## src/rtl/systolic_ctrl_pkg.sv

```systemverilog
// Shared types and constants for the weight-stationary systolic array sequencer.
package systolic_ctrl_pkg;

    typedef enum logic [2:0] {
        IDLE,
        LOAD_W,
        SWITCH,
        STREAM,
        DRAIN,
        DONE
    } state_t;

    localparam int DATA_WIDTH = 16;

    // The phase counter must hold the longest phase: ROWS, num_vecs or ROWS + COLS.
    function automatic int cnt_width(input int vec_w, input int rows, input int cols);
        int need;
        need = $clog2(rows + cols + 1);
        if ($clog2(rows + 1) > need) need = $clog2(rows + 1);
        if (vec_w > need) need = vec_w;
        return need;
    endfunction

endpackage

```

## src/rtl/systolic_ctrl_if.sv

```systemverilog
// Control, buffer-read and array-edge signals of the sequencer.
// master is the TPU control / buffer / array side, slave is the sequencer itself.
interface systolic_ctrl_if
    import systolic_ctrl_pkg::*;
#(
    parameter int ROWS   = 2,
    parameter int COLS   = 2,
    parameter int ADDR_W = 8,
    parameter int VEC_W  = 8
);
    logic              start;
    logic [VEC_W-1:0]  num_vecs;
    logic [ADDR_W-1:0] wgt_base;
    logic [ADDR_W-1:0] in_base;
    logic              busy;
    logic              done;
    logic              wgt_rd_en;
    logic [ADDR_W-1:0] wgt_rd_addr;
    logic              in_rd_en;
    logic [ADDR_W-1:0] in_rd_addr;
    logic [COLS-1:0]   arr_accept_w;
    logic [ROWS-1:0]   arr_switch;
    logic [ROWS-1:0]   arr_valid;
    logic              arr_enabled;
    logic [COLS-1:0]   out_valid;

    modport master (
        output start, num_vecs, wgt_base, in_base,
        input  busy, done, wgt_rd_en, wgt_rd_addr, in_rd_en, in_rd_addr,
        input  arr_accept_w, arr_switch, arr_valid, arr_enabled, out_valid
    );

    modport slave (
        input  start, num_vecs, wgt_base, in_base,
        output busy, done, wgt_rd_en, wgt_rd_addr, in_rd_en, in_rd_addr,
        output arr_accept_w, arr_switch, arr_valid, arr_enabled, out_valid
    );

endinterface

```

## src/rtl/systolic_ctrl_skew_delay.sv

```systemverilog
// Per-lane shift register: lane i delays din[i] by BASE_DEPTH + i cycles.
module skew_delay #(
    parameter int LANES      = 2,
    parameter int BASE_DEPTH = 1
) (
    input  logic             clk,
    input  logic             rst,
    input  logic [LANES-1:0] din,
    output logic [LANES-1:0] dout
);

    for (genvar i = 0; i < LANES; i++) begin : g_lane
        localparam int D = BASE_DEPTH + i;
        logic [D-1:0] sr;

        always_ff @(posedge clk or posedge rst) begin
            if (rst) sr <= '0;
            else     sr <= (sr << 1) | D'(din[i]);
        end

        assign dout[i] = sr[D-1];
    end

endmodule

```

## src/rtl/systolic_ctrl.sv

```systemverilog
// Sequencer: weight-tile load, switch commit, skewed input streaming and drain
// for a ROWS x COLS weight-stationary systolic array.
//
// state  | meaning
// IDLE   | waiting for start; array disabled
// LOAD_W | ROWS weight-row reads, bottom row first
// SWITCH | one cycle that launches the row-skewed switch pulse
// STREAM | num_vecs input-vector reads
// DRAIN  | ROWS + COLS cycles for the last psums to leave the array
// DONE   | one-cycle done pulse
module systolic_ctrl
    import systolic_ctrl_pkg::*;
#(
    parameter int ROWS   = 2,
    parameter int COLS   = 2,
    parameter int ADDR_W = 8,
    parameter int VEC_W  = 8
) (
    input  logic          clk,
    input  logic          rst,
    systolic_ctrl_if.slave io
);

    localparam int CNT_W = cnt_width(VEC_W, ROWS, COLS);
    localparam logic [CNT_W-1:0] LOAD_LAST  = CNT_W'(ROWS - 1);
    localparam logic [CNT_W-1:0] DRAIN_LAST = CNT_W'(ROWS + COLS - 1);

    state_t            state;
    logic [CNT_W-1:0]  cnt;
    logic [VEC_W-1:0]  n_q;
    logic [ADDR_W-1:0] in_base_q;
    logic              wgt_rd_en_q;
    logic [ADDR_W-1:0] wgt_rd_addr_q;
    logic              in_rd_en_q;
    logic [ADDR_W-1:0] in_rd_addr_q;
    logic              sw_pulse;
    logic              busy_q;
    logic              done_q;
    logic [COLS-1:0]   accept_w_q;

    always_ff @(posedge clk or posedge rst) begin
        if (rst) begin
            state         <= IDLE;
            cnt           <= '0;
            n_q           <= '0;
            in_base_q     <= '0;
            wgt_rd_en_q   <= 1'b0;
            wgt_rd_addr_q <= '0;
            in_rd_en_q    <= 1'b0;
            in_rd_addr_q  <= '0;
            sw_pulse      <= 1'b0;
            busy_q        <= 1'b0;
            done_q        <= 1'b0;
        end else begin
            case (state)
                IDLE: begin
                    if (io.start) begin
                        state         <= LOAD_W;
                        cnt           <= LOAD_LAST;
                        n_q           <= io.num_vecs;
                        in_base_q     <= io.in_base;
                        wgt_rd_en_q   <= 1'b1;
                        wgt_rd_addr_q <= io.wgt_base;
                        busy_q        <= 1'b1;
                    end
                end
                LOAD_W: begin
                    if (cnt == '0) begin
                        state       <= SWITCH;
                        wgt_rd_en_q <= 1'b0;
                        sw_pulse    <= 1'b1;
                    end else begin
                        cnt           <= cnt - 1'b1;
                        wgt_rd_addr_q <= wgt_rd_addr_q + 1'b1;
                    end
                end
                SWITCH: begin
                    sw_pulse <= 1'b0;
                    if (n_q == '0) begin
                        state  <= DONE;
                        done_q <= 1'b1;
                    end else begin
                        state        <= STREAM;
                        cnt          <= CNT_W'(n_q) - CNT_W'(1);
                        in_rd_en_q   <= 1'b1;
                        in_rd_addr_q <= in_base_q;
                    end
                end
                STREAM: begin
                    if (cnt == '0) begin
                        state      <= DRAIN;
                        cnt        <= DRAIN_LAST;
                        in_rd_en_q <= 1'b0;
                    end else begin
                        cnt          <= cnt - 1'b1;
                        in_rd_addr_q <= in_rd_addr_q + 1'b1;
                    end
                end
                DRAIN: begin
                    if (cnt == '0) begin
                        state  <= DONE;
                        done_q <= 1'b1;
                    end else begin
                        cnt <= cnt - 1'b1;
                    end
                end
                DONE: begin
                    state  <= IDLE;
                    done_q <= 1'b0;
                    busy_q <= 1'b0;
                end
                default: state <= IDLE;
            endcase
        end
    end

    // Weight data returns one cycle after the read strobe; accept it then.
    always_ff @(posedge clk or posedge rst) begin
        if (rst) accept_w_q <= '0;
        else     accept_w_q <= {COLS{wgt_rd_en_q}};
    end

    skew_delay #(.LANES(ROWS), .BASE_DEPTH(1)) u_switch_skew (
        .clk  (clk),
        .rst  (rst),
        .din  ({ROWS{sw_pulse}}),
        .dout (io.arr_switch)
    );

    skew_delay #(.LANES(ROWS), .BASE_DEPTH(1)) u_valid_skew (
        .clk  (clk),
        .rst  (rst),
        .din  ({ROWS{in_rd_en_q}}),
        .dout (io.arr_valid)
    );

    // Column c sees its psum ROWS + c + 1 cycles after the vector was read.
    skew_delay #(.LANES(COLS), .BASE_DEPTH(ROWS + 1)) u_out_skew (
        .clk  (clk),
        .rst  (rst),
        .din  ({COLS{in_rd_en_q}}),
        .dout (io.out_valid)
    );

    assign io.busy         = busy_q;
    assign io.done         = done_q;
    assign io.wgt_rd_en    = wgt_rd_en_q;
    assign io.wgt_rd_addr  = wgt_rd_addr_q;
    assign io.in_rd_en     = in_rd_en_q;
    assign io.in_rd_addr   = in_rd_addr_q;
    assign io.arr_accept_w = accept_w_q;
    assign io.arr_enabled  = busy_q;

endmodule

```

## src/flat_wrapper.sv

```systemverilog
// flat-port wrapper written by rule: the top's interface ports become plain ports
module systolic_ctrl_flat import systolic_ctrl_pkg::*;
#(
    parameter int ROWS   = 2,
    parameter int COLS   = 2,
    parameter int ADDR_W = 8,
    parameter int VEC_W  = 8
)
  (clk, rst, io_start, io_num_vecs, io_wgt_base, io_in_base, io_busy, io_done, io_wgt_rd_en, io_wgt_rd_addr, io_in_rd_en, io_in_rd_addr, io_arr_accept_w, io_arr_switch, io_arr_valid, io_arr_enabled, io_out_valid);
  systolic_ctrl_if #(.ROWS(ROWS), .COLS(COLS), .ADDR_W(ADDR_W), .VEC_W(VEC_W)) io_i ();
  input  logic clk;
  input  logic rst;
  input wire logic [$bits(io_i.start)-1:0] io_start;
  input wire logic [$bits(io_i.num_vecs)-1:0] io_num_vecs;
  input wire logic [$bits(io_i.wgt_base)-1:0] io_wgt_base;
  input wire logic [$bits(io_i.in_base)-1:0] io_in_base;
  output wire logic [$bits(io_i.busy)-1:0] io_busy;
  output wire logic [$bits(io_i.done)-1:0] io_done;
  output wire logic [$bits(io_i.wgt_rd_en)-1:0] io_wgt_rd_en;
  output wire logic [$bits(io_i.wgt_rd_addr)-1:0] io_wgt_rd_addr;
  output wire logic [$bits(io_i.in_rd_en)-1:0] io_in_rd_en;
  output wire logic [$bits(io_i.in_rd_addr)-1:0] io_in_rd_addr;
  output wire logic [$bits(io_i.arr_accept_w)-1:0] io_arr_accept_w;
  output wire logic [$bits(io_i.arr_switch)-1:0] io_arr_switch;
  output wire logic [$bits(io_i.arr_valid)-1:0] io_arr_valid;
  output wire logic [$bits(io_i.arr_enabled)-1:0] io_arr_enabled;
  output wire logic [$bits(io_i.out_valid)-1:0] io_out_valid;
  assign io_i.start = io_start;
  assign io_i.num_vecs = io_num_vecs;
  assign io_i.wgt_base = io_wgt_base;
  assign io_i.in_base = io_in_base;
  assign io_busy = io_i.busy;
  assign io_done = io_i.done;
  assign io_wgt_rd_en = io_i.wgt_rd_en;
  assign io_wgt_rd_addr = io_i.wgt_rd_addr;
  assign io_in_rd_en = io_i.in_rd_en;
  assign io_in_rd_addr = io_i.in_rd_addr;
  assign io_arr_accept_w = io_i.arr_accept_w;
  assign io_arr_switch = io_i.arr_switch;
  assign io_arr_valid = io_i.arr_valid;
  assign io_arr_enabled = io_i.arr_enabled;
  assign io_out_valid = io_i.out_valid;
  systolic_ctrl #(.ROWS(ROWS), .COLS(COLS), .ADDR_W(ADDR_W), .VEC_W(VEC_W)) u_core (.clk(clk), .rst(rst), .io(io_i));
endmodule
```

## config.mk

```make
export PLATFORM = sky130hd
export DESIGN_NAME = systolic_ctrl_flat
export DESIGN_NICKNAME = d
export VERILOG_FILES = /design/src/rtl/systolic_ctrl_pkg.sv /design/src/rtl/systolic_ctrl_if.sv /design/src/rtl/systolic_ctrl_skew_delay.sv /design/src/rtl/systolic_ctrl.sv /design/src/flat_wrapper.sv
export SDC_FILE = /design/constraint.sdc
export NUM_CORES = 1
export LEC_CHECK = 0
export BUFFER_PORTS_ARGS = -buffer_cell sky130_fd_sc_hd__buf_2
export CAP_MARGIN = 15
export CORE_MARGIN = 3
export CORE_UTILIZATION = 40
export DETAILED_ROUTE_END_ITERATION = 12
export SYNTH_ARGS = -nofsm -noshare
export SYNTH_HDL_FRONTEND = slang
export SYNTH_SLANG_ARGS = --single-unit
```

## constraint.sdc

```tcl
create_clock -name clk -period 6.27 [get_ports clk]
set_input_delay 0.9405 -clock clk [delete_from_list [all_inputs] [get_ports clk]]
set_output_delay 0.9405 -clock clk [all_outputs]
set_load 0.01 [all_outputs]
```

# Yosys cells after proc, flatten, opt, wreduce, memory -nomap -nowiden
# Cells that the tools add are included.
[word_totals] rom_bits=0 latchBits=0 mem_bits_rw=0 out_inout_bits=29 reg_bits=62 memories=0
[op_classes] n_addsub=4 mux=27 n_reduce_logical=20 eq_ne=14 magnitude_cmp=0 n_bitwise=4 n_div=0 mul=0 shifts=0
[op_table] operator="$mux 8" count=8
[op_table] operator="$pmux 8 s2" count=2
[op_table] operator="$pmux 8 s4" count=1
[op_table] operator="$add 8x1->8 const B" count=2
[op_table] operator="$logic_not 8->1" count=2
[op_table] operator="$sub 8x1->8 const B" count=2
[op_table] operator="$mux 3" count=5
[op_table] operator="$pmux 3 s5" count=1
[op_table] operator="$reduce_and 3->1" count=5
[op_table] operator="$ne 2x2->1 const B" count=5
[op_table] operator="$ne 2x1->1 const B" count=4
[op_table] operator="$pmux 1 s2" count=4
[op_table] operator="$reduce_and 4->1" count=2
[op_table] operator="$reduce_bool 2->1" count=4
[op_table] operator="$eq 3x2->1 const B" count=2
[op_table] operator="$eq 3x3->1 const B" count=2
[op_table] operator="$reduce_and 2->1" count=3
[op_table] operator="$mux 1" count=5
[op_table] operator="$or 2x1->2" count=2
[op_table] operator="$or 4x1->4" count=1
[op_table] operator="$reduce_bool 4->1" count=1
[op_table] operator="$eq 3x1->1 const B" count=1
[op_table] operator="$logic_not 3->1" count=1
[op_table] operator="$or 3x1->3" count=1
[op_table] operator="3 further kinds" count=3

# Depth between registers and ports, before layout
[depth] word_depth=4 mapped_depth=8 ltp_nobuf=7

# Cells and area by module
# From an unflattened synthesis, not the netlist that was laid out.
[hier_totals] cells_unflattened=350 hier_area_um2=3175.5
[modules_own_cells] mod="systolic_ctrl" n_inst=1 cells_each=328 seq_area_each_um2=1226.2 area_per_inst_um2=2793.9
[modules_own_cells] mod="skew_delay (u_core.u_out_skew)" n_inst=1 cells_each=10 seq_area_each_um2=175.2 area_per_inst_um2=193.9
[modules_own_cells] mod="skew_delay (u_core.u_switch_skew ...)" n_inst=2 cells_each=6 seq_area_each_um2=75.1 area_per_inst_um2=93.8

# Worst setup path after synthesis
# Ideal clock, no wire load.
[synth_timing] kind="flip-flop to flip-flop" start="reg u_core.cnt[0]" end="reg u_core.wgt_rd_addr_q[3] (netlist: u_core.io.wgt_rd_addr[3])" n_path_buf=1 period_less_slack_ns=2.142 arrival_ns=2.005 path_stages_with_launch=9 path_slack_ns=4.128 path_cell_list="dfrtp_1 > inv_1 > ha_1 > or4b_2 > nor2_4 > o21ai_1 > clkbuf_1 > a21oi_1 > a21oi_1"
[synth_via] elab_chain_len=3
[synth_lines] element="from (decl)" line_no="systolic_ctrl.sv:29" text="logic [CNT_W-1:0] cnt;"
[synth_lines] element="from (signal assigned)" line_no="systolic_ctrl.sv:73" text="cnt <= cnt - 1'b1;"
[synth_lines] element="from (signal assigned)" line_no="systolic_ctrl.sv:84" text="cnt <= CNT_W'(n_q) - CNT_W'(1);"
[synth_lines] element="from (signal assigned)" line_no="systolic_ctrl.sv:95" text="cnt <= cnt - 1'b1;"
[synth_lines] element="$logic_not 8->1" line_no="systolic_ctrl.sv:68" text="if (cnt == '0) begin"
[synth_lines] element="$ne 2x2->1 (no source line)"
[synth_lines] element="$reduce_and 3->1 (no source line)"
[synth_lines] element="to (signal assigned)" line_no="systolic_ctrl.sv:63" text="wgt_rd_addr_q <= io.wgt_base;"
[synth_lines] element="to (signal assigned)" line_no="systolic_ctrl.sv:74" text="wgt_rd_addr_q <= wgt_rd_addr_q + 1'b1;"
[synth_lines] element="to (decl)" line_no="systolic_ctrl.sv:33" text="logic [ADDR_W-1:0] wgt_rd_addr_q;"
# No other way between the ends.
# A chain may end at the register's enable or synchronous reset.

# Final worst setup path
[layout_timing] start="reg u_core.cnt[0]" end="reg u_core.cnt[0]"
[layout_via] elab_chain_len=3 elab_cells_between_ends=7 classes_between="add/sub: 1; eq/ne: 1; mux: 3; reduce/logical: 2"
[layout_lines] element="$sub 8x1->8 or $logic_not 8->1 (tied branches)"
[layout_lines] element="$mux 8, or another cell as far along" line_no="systolic_ctrl.sv:68, systolic_ctrl.sv:100"
[layout_lines] element="$pmux 8 s4 or $reduce_and 4->1 (tied branches)"
# Parallel ways exist; a longest one is shown, timed or not. The select of a mux whose other input is x is not followed.

==> out/qor.yml <==
pwr:
  power.density_mw_per_mm2: 224
  power.total_mw: 0.746
  cellInternalPower_mw: 0.552
  power.share.clock: 0.322
  power_frac_comb: 0.137
  switching_share: 0.260
  peakVddDrop_uv: 96.0
  p_seq_frac: 0.541
  cellLeakagePower_nw: 1.55
  switchingPower_mw: 0.194
yosys:
  ys_seq_area_frac: 0.475
  netlist_top_cells_area: "dfrtp_1 (47%), mux2_2 (6.2%), a21oi_1 (4.8%)"
  ys_types: 48
  synthArstFlopShare: 1.00
  ys_warn_count: 0
  syn-cell-area_sq_mm: 0.00290
  ys_ff_latch: 55
  syn_avg_cell_area_sq_um: 9.66
  synthTopCellsByCount: "dfrtp_1 (55), nand2_1 (34), a21oi_1 (28)"
  synth-edff-count: 0
  ys.flop_type: "dfrtp_1"
  yosysMostFrequentCell: "dfrtp_1"
  yosysTopAreaCellShare: 0.475
  syn_inst: 300
  synth.largest_area_cell: "dfrtp_1"
  syn_nets: 332
sta:
  clock.fmax_mhz: 401
  worstMarginPinSlew_ps: 965
  slew_viol_final: 0
  fin_crit_sh: 0.398
  fin_setup_tns_ps: 0
  relSlewSlack: 0.354
  period_minus_slack_ps: 2500
  rsz0062_at_grt: "no"
  hold_ws_ps: 372
  setup_viol: 0
  skew_ps: 7.81
  final_hold_viol_count: 0
drt:
  first_iter_violations: 134
  vias: 2377
  wl_met2_um: 2790
  dr_wl_met3_um: 295
  routed_wl_um: 6090
  wl_per_cell_um: 13.7
  vias_per_cell: 5.34
  top_layer_used: "met4"
  drc_errors: 0
  ant_nets: 0
  drtPass1Iterations: 5
  wl_met1_um: 2950
clock_network:
  cts_resized: 0
  cts_tree: "built"
  cts_buffers: 5
  clockBufferDepth: 2
  clock-root-buffer: "clkbuf_8"
  clk_latency_ps: 300
  post_cts_buffers: 0
  holdBufCountCts: 0
  clk_pin_slew_ps: 100
  clkSinkCount: 55
  cts_max_level: 2
grt:
  overflow: 0
  track_usage: 0.150
  grt_pass1_vias: 2177
  grt_pass1_wl_um: 10400
  antenna_found_initial: 0
  grt_max_degree: 56
placed_design:
  portBuffers: 55
  place.detailed.hpwl_um: 4270
  place_congestion: 0.797
worst_hold_path:
  hold_end: "u_core.u_switch_skew.g_lane[1].sr[1]$_DFF_PP0_"
  hold_start: "u_core.u_switch_skew.g_lane[1].sr[0]$_DFF_PP0_"
  hp-class: "reg -> reg"
  min_path_cells: 0
worst_setup_path:
  arrival_ps: 2690
  cp_max_fo: 14
  start_kind: "flop"
  worstReg2RegStart: "u_core.cnt[0]$_DFFE_PP0P_"
  cp-end-kind: "flop"
  reg2reg_to: "u_core.cnt[0]$_DFFE_PP0P_"
  path_class: "reg -> reg"
  cp.required_ps: 6460
  r2r_slack_ps: 3770
  r2r_cells: 7
die:
  fp.dieH_um: 91.1
  design.die.area_sq_mm: 0.00830
  core_region_area_sq_mm: 0.00691
  die_x_um: 91.1
  rows: 30
  start_util: 0.420
  io_pins: 56
layout:
  fin_nets: 380
  drive_gt1_frac: 0.266
  area_delta_synth_final_pct: 14.8
  nFillCells: 692
  diodes: 0
run_status:
  outcome: "finished clean"
run:
  maxCapViolations: 0
## registers in the layout, summed over array words and instances, names as in the netlist
| name | cells |
|---|---|
| u_core.io.wgt_rd_en | 1 |
| u_core.io.done | 1 |
| u_core.in_base_q | 8 |
| u_core.u_out_skew.g_lane.sr | 3 |
| u_core.io.arr_accept_w | 1 |
| u_core.io.wgt_rd_addr | 8 |
| u_core.n_q | 8 |
| u_core.io.arr_enabled | 1 |
| u_core.sw_pulse | 1 |
| u_core.cnt | 8 |
| u_core.u_valid_skew.g_lane.sr | 1 |
| u_core.io.in_rd_en | 1 |
| u_core.state | 3 |
| u_core.io.in_rd_addr | 8 |
| u_core.u_switch_skew.g_lane.sr | 2 |
## critical path, cell delays in order, from the launching register on
cell and delay, ps:
dfrtp_1 450, inv_1 80, ha_1 230, nor4b_1 480
nand2_1 330, a22oi_4 450, nand2_1 160, o22a_1 220
## through the flow
| stage | area (sq um) | cells | setup slack (ps) | util |
|---|---|---|---|---|
| 3_3_place_gp | 3210 | 437 | 3810 | 0.465 |
| 3_5_place_dp | 3210 | 437 | 3770 | 0.465 |
| 2_1_floorplan | 2900 | 300 | 3990 | - |
| 4_1_cts | 3330 | 445 | 3790 | 0.482 |
| 5_1_grt | 3330 | 445 | 3470 | 0.482 |
| 6_report | 3330 | 445 | 3770 | 0.482 |
## placed cells by master, fill, tap and decap left out, drive strengths merged, types with 2 or more instances in the layout
master	n
buf	57
dfrtp	55
nand2	35
a21oi	28
o21ai	23
nor2	20
mux2	16
nand3	14
inv	11
o22ai	10
nor3	6
a31oi	6
clkbuf	6
xor2	5
ha	5
nand2b	4
or3	4
a21boi	4
a22oi	4
nor4	3
nor3b	3
mux2i	3
o211ai	3
or4	2
or4b	2
o32ai	2
o22a	2
a32oi	2
## cell type report
cell class	instances	area, sq um	area share
Sequential cell	55	1380	0.414
Timing Repair Buffer	57	290	0.0872
Tap cell	96	120	0.0361
Inverter	11	41.3	0.0124
Clock inverter	2	35.0	0.0105
Clock buffer	6	82.6	0.0248
Multi-Input combinational cell	218	1380	0.415
## power by group through the flow
stage	combinational, mW	sequential [mW]	clock (mW)
3_5_place_dp	0.104	0.410	0
2_1_floorplan	0.0519	0.417	0
6_report	0.102	0.403	0.240
3_3_place_gp	0.102	0.410	0
5_1_grt	0.118	0.409	0.265
4_1_cts	0.104	0.403	0.249
## cells by family (layout without fill, tap and decap cells)
family                     Yosys count  in the layout  share of synthesized area
muxes                               19             19                     0.0725
buffers and inverters               27             76                     0.0483
and+or+nand+nor                     98             98                      0.170
DFF                                 55             55                      0.475
AOI/OAI and AO/OA                   90             90                      0.195
xor gates and xnor gates             6              6                     0.0181
adders and majority gates            5              5                     0.0216
## per-layer routing
metal	up-vias	track usage
met5	-	0
met4	0	0.0377
met3	4	0.0331
met2	62	0.231
met1	1126	0.215
li1	1185	-
## how the worst max path moves through the flow
stage / slack (ps) / to / start / depth (start not counted)
after floorplan: 3990 / u_core.cnt[0]$_DFFE_PP0P_ / rst / 1
after global placement: 3810 / u_core.io.wgt_rd_addr[2]$_DFFE_PP0P_ / io_start / 5
after detailed placement: 3770 / u_core.io.wgt_rd_addr[2]$_DFFE_PP0P_ / io_start / 5
after CTS: 3790 / u_core.io.in_rd_addr[7]$_DFFE_PP0P_ / u_core.cnt[0]$_DFFE_PP0P_ / 7
after global routing: 3470 / u_core.io.wgt_rd_addr[2]$_DFFE_PP0P_ / u_core.state[0]$_DFFE_PP0P_ / 5
final: 3770 / u_core.cnt[0]$_DFFE_PP0P_ / u_core.cnt[0]$_DFFE_PP0P_ / 7
No activity file was read; power rests on OpenSTA's default activity.
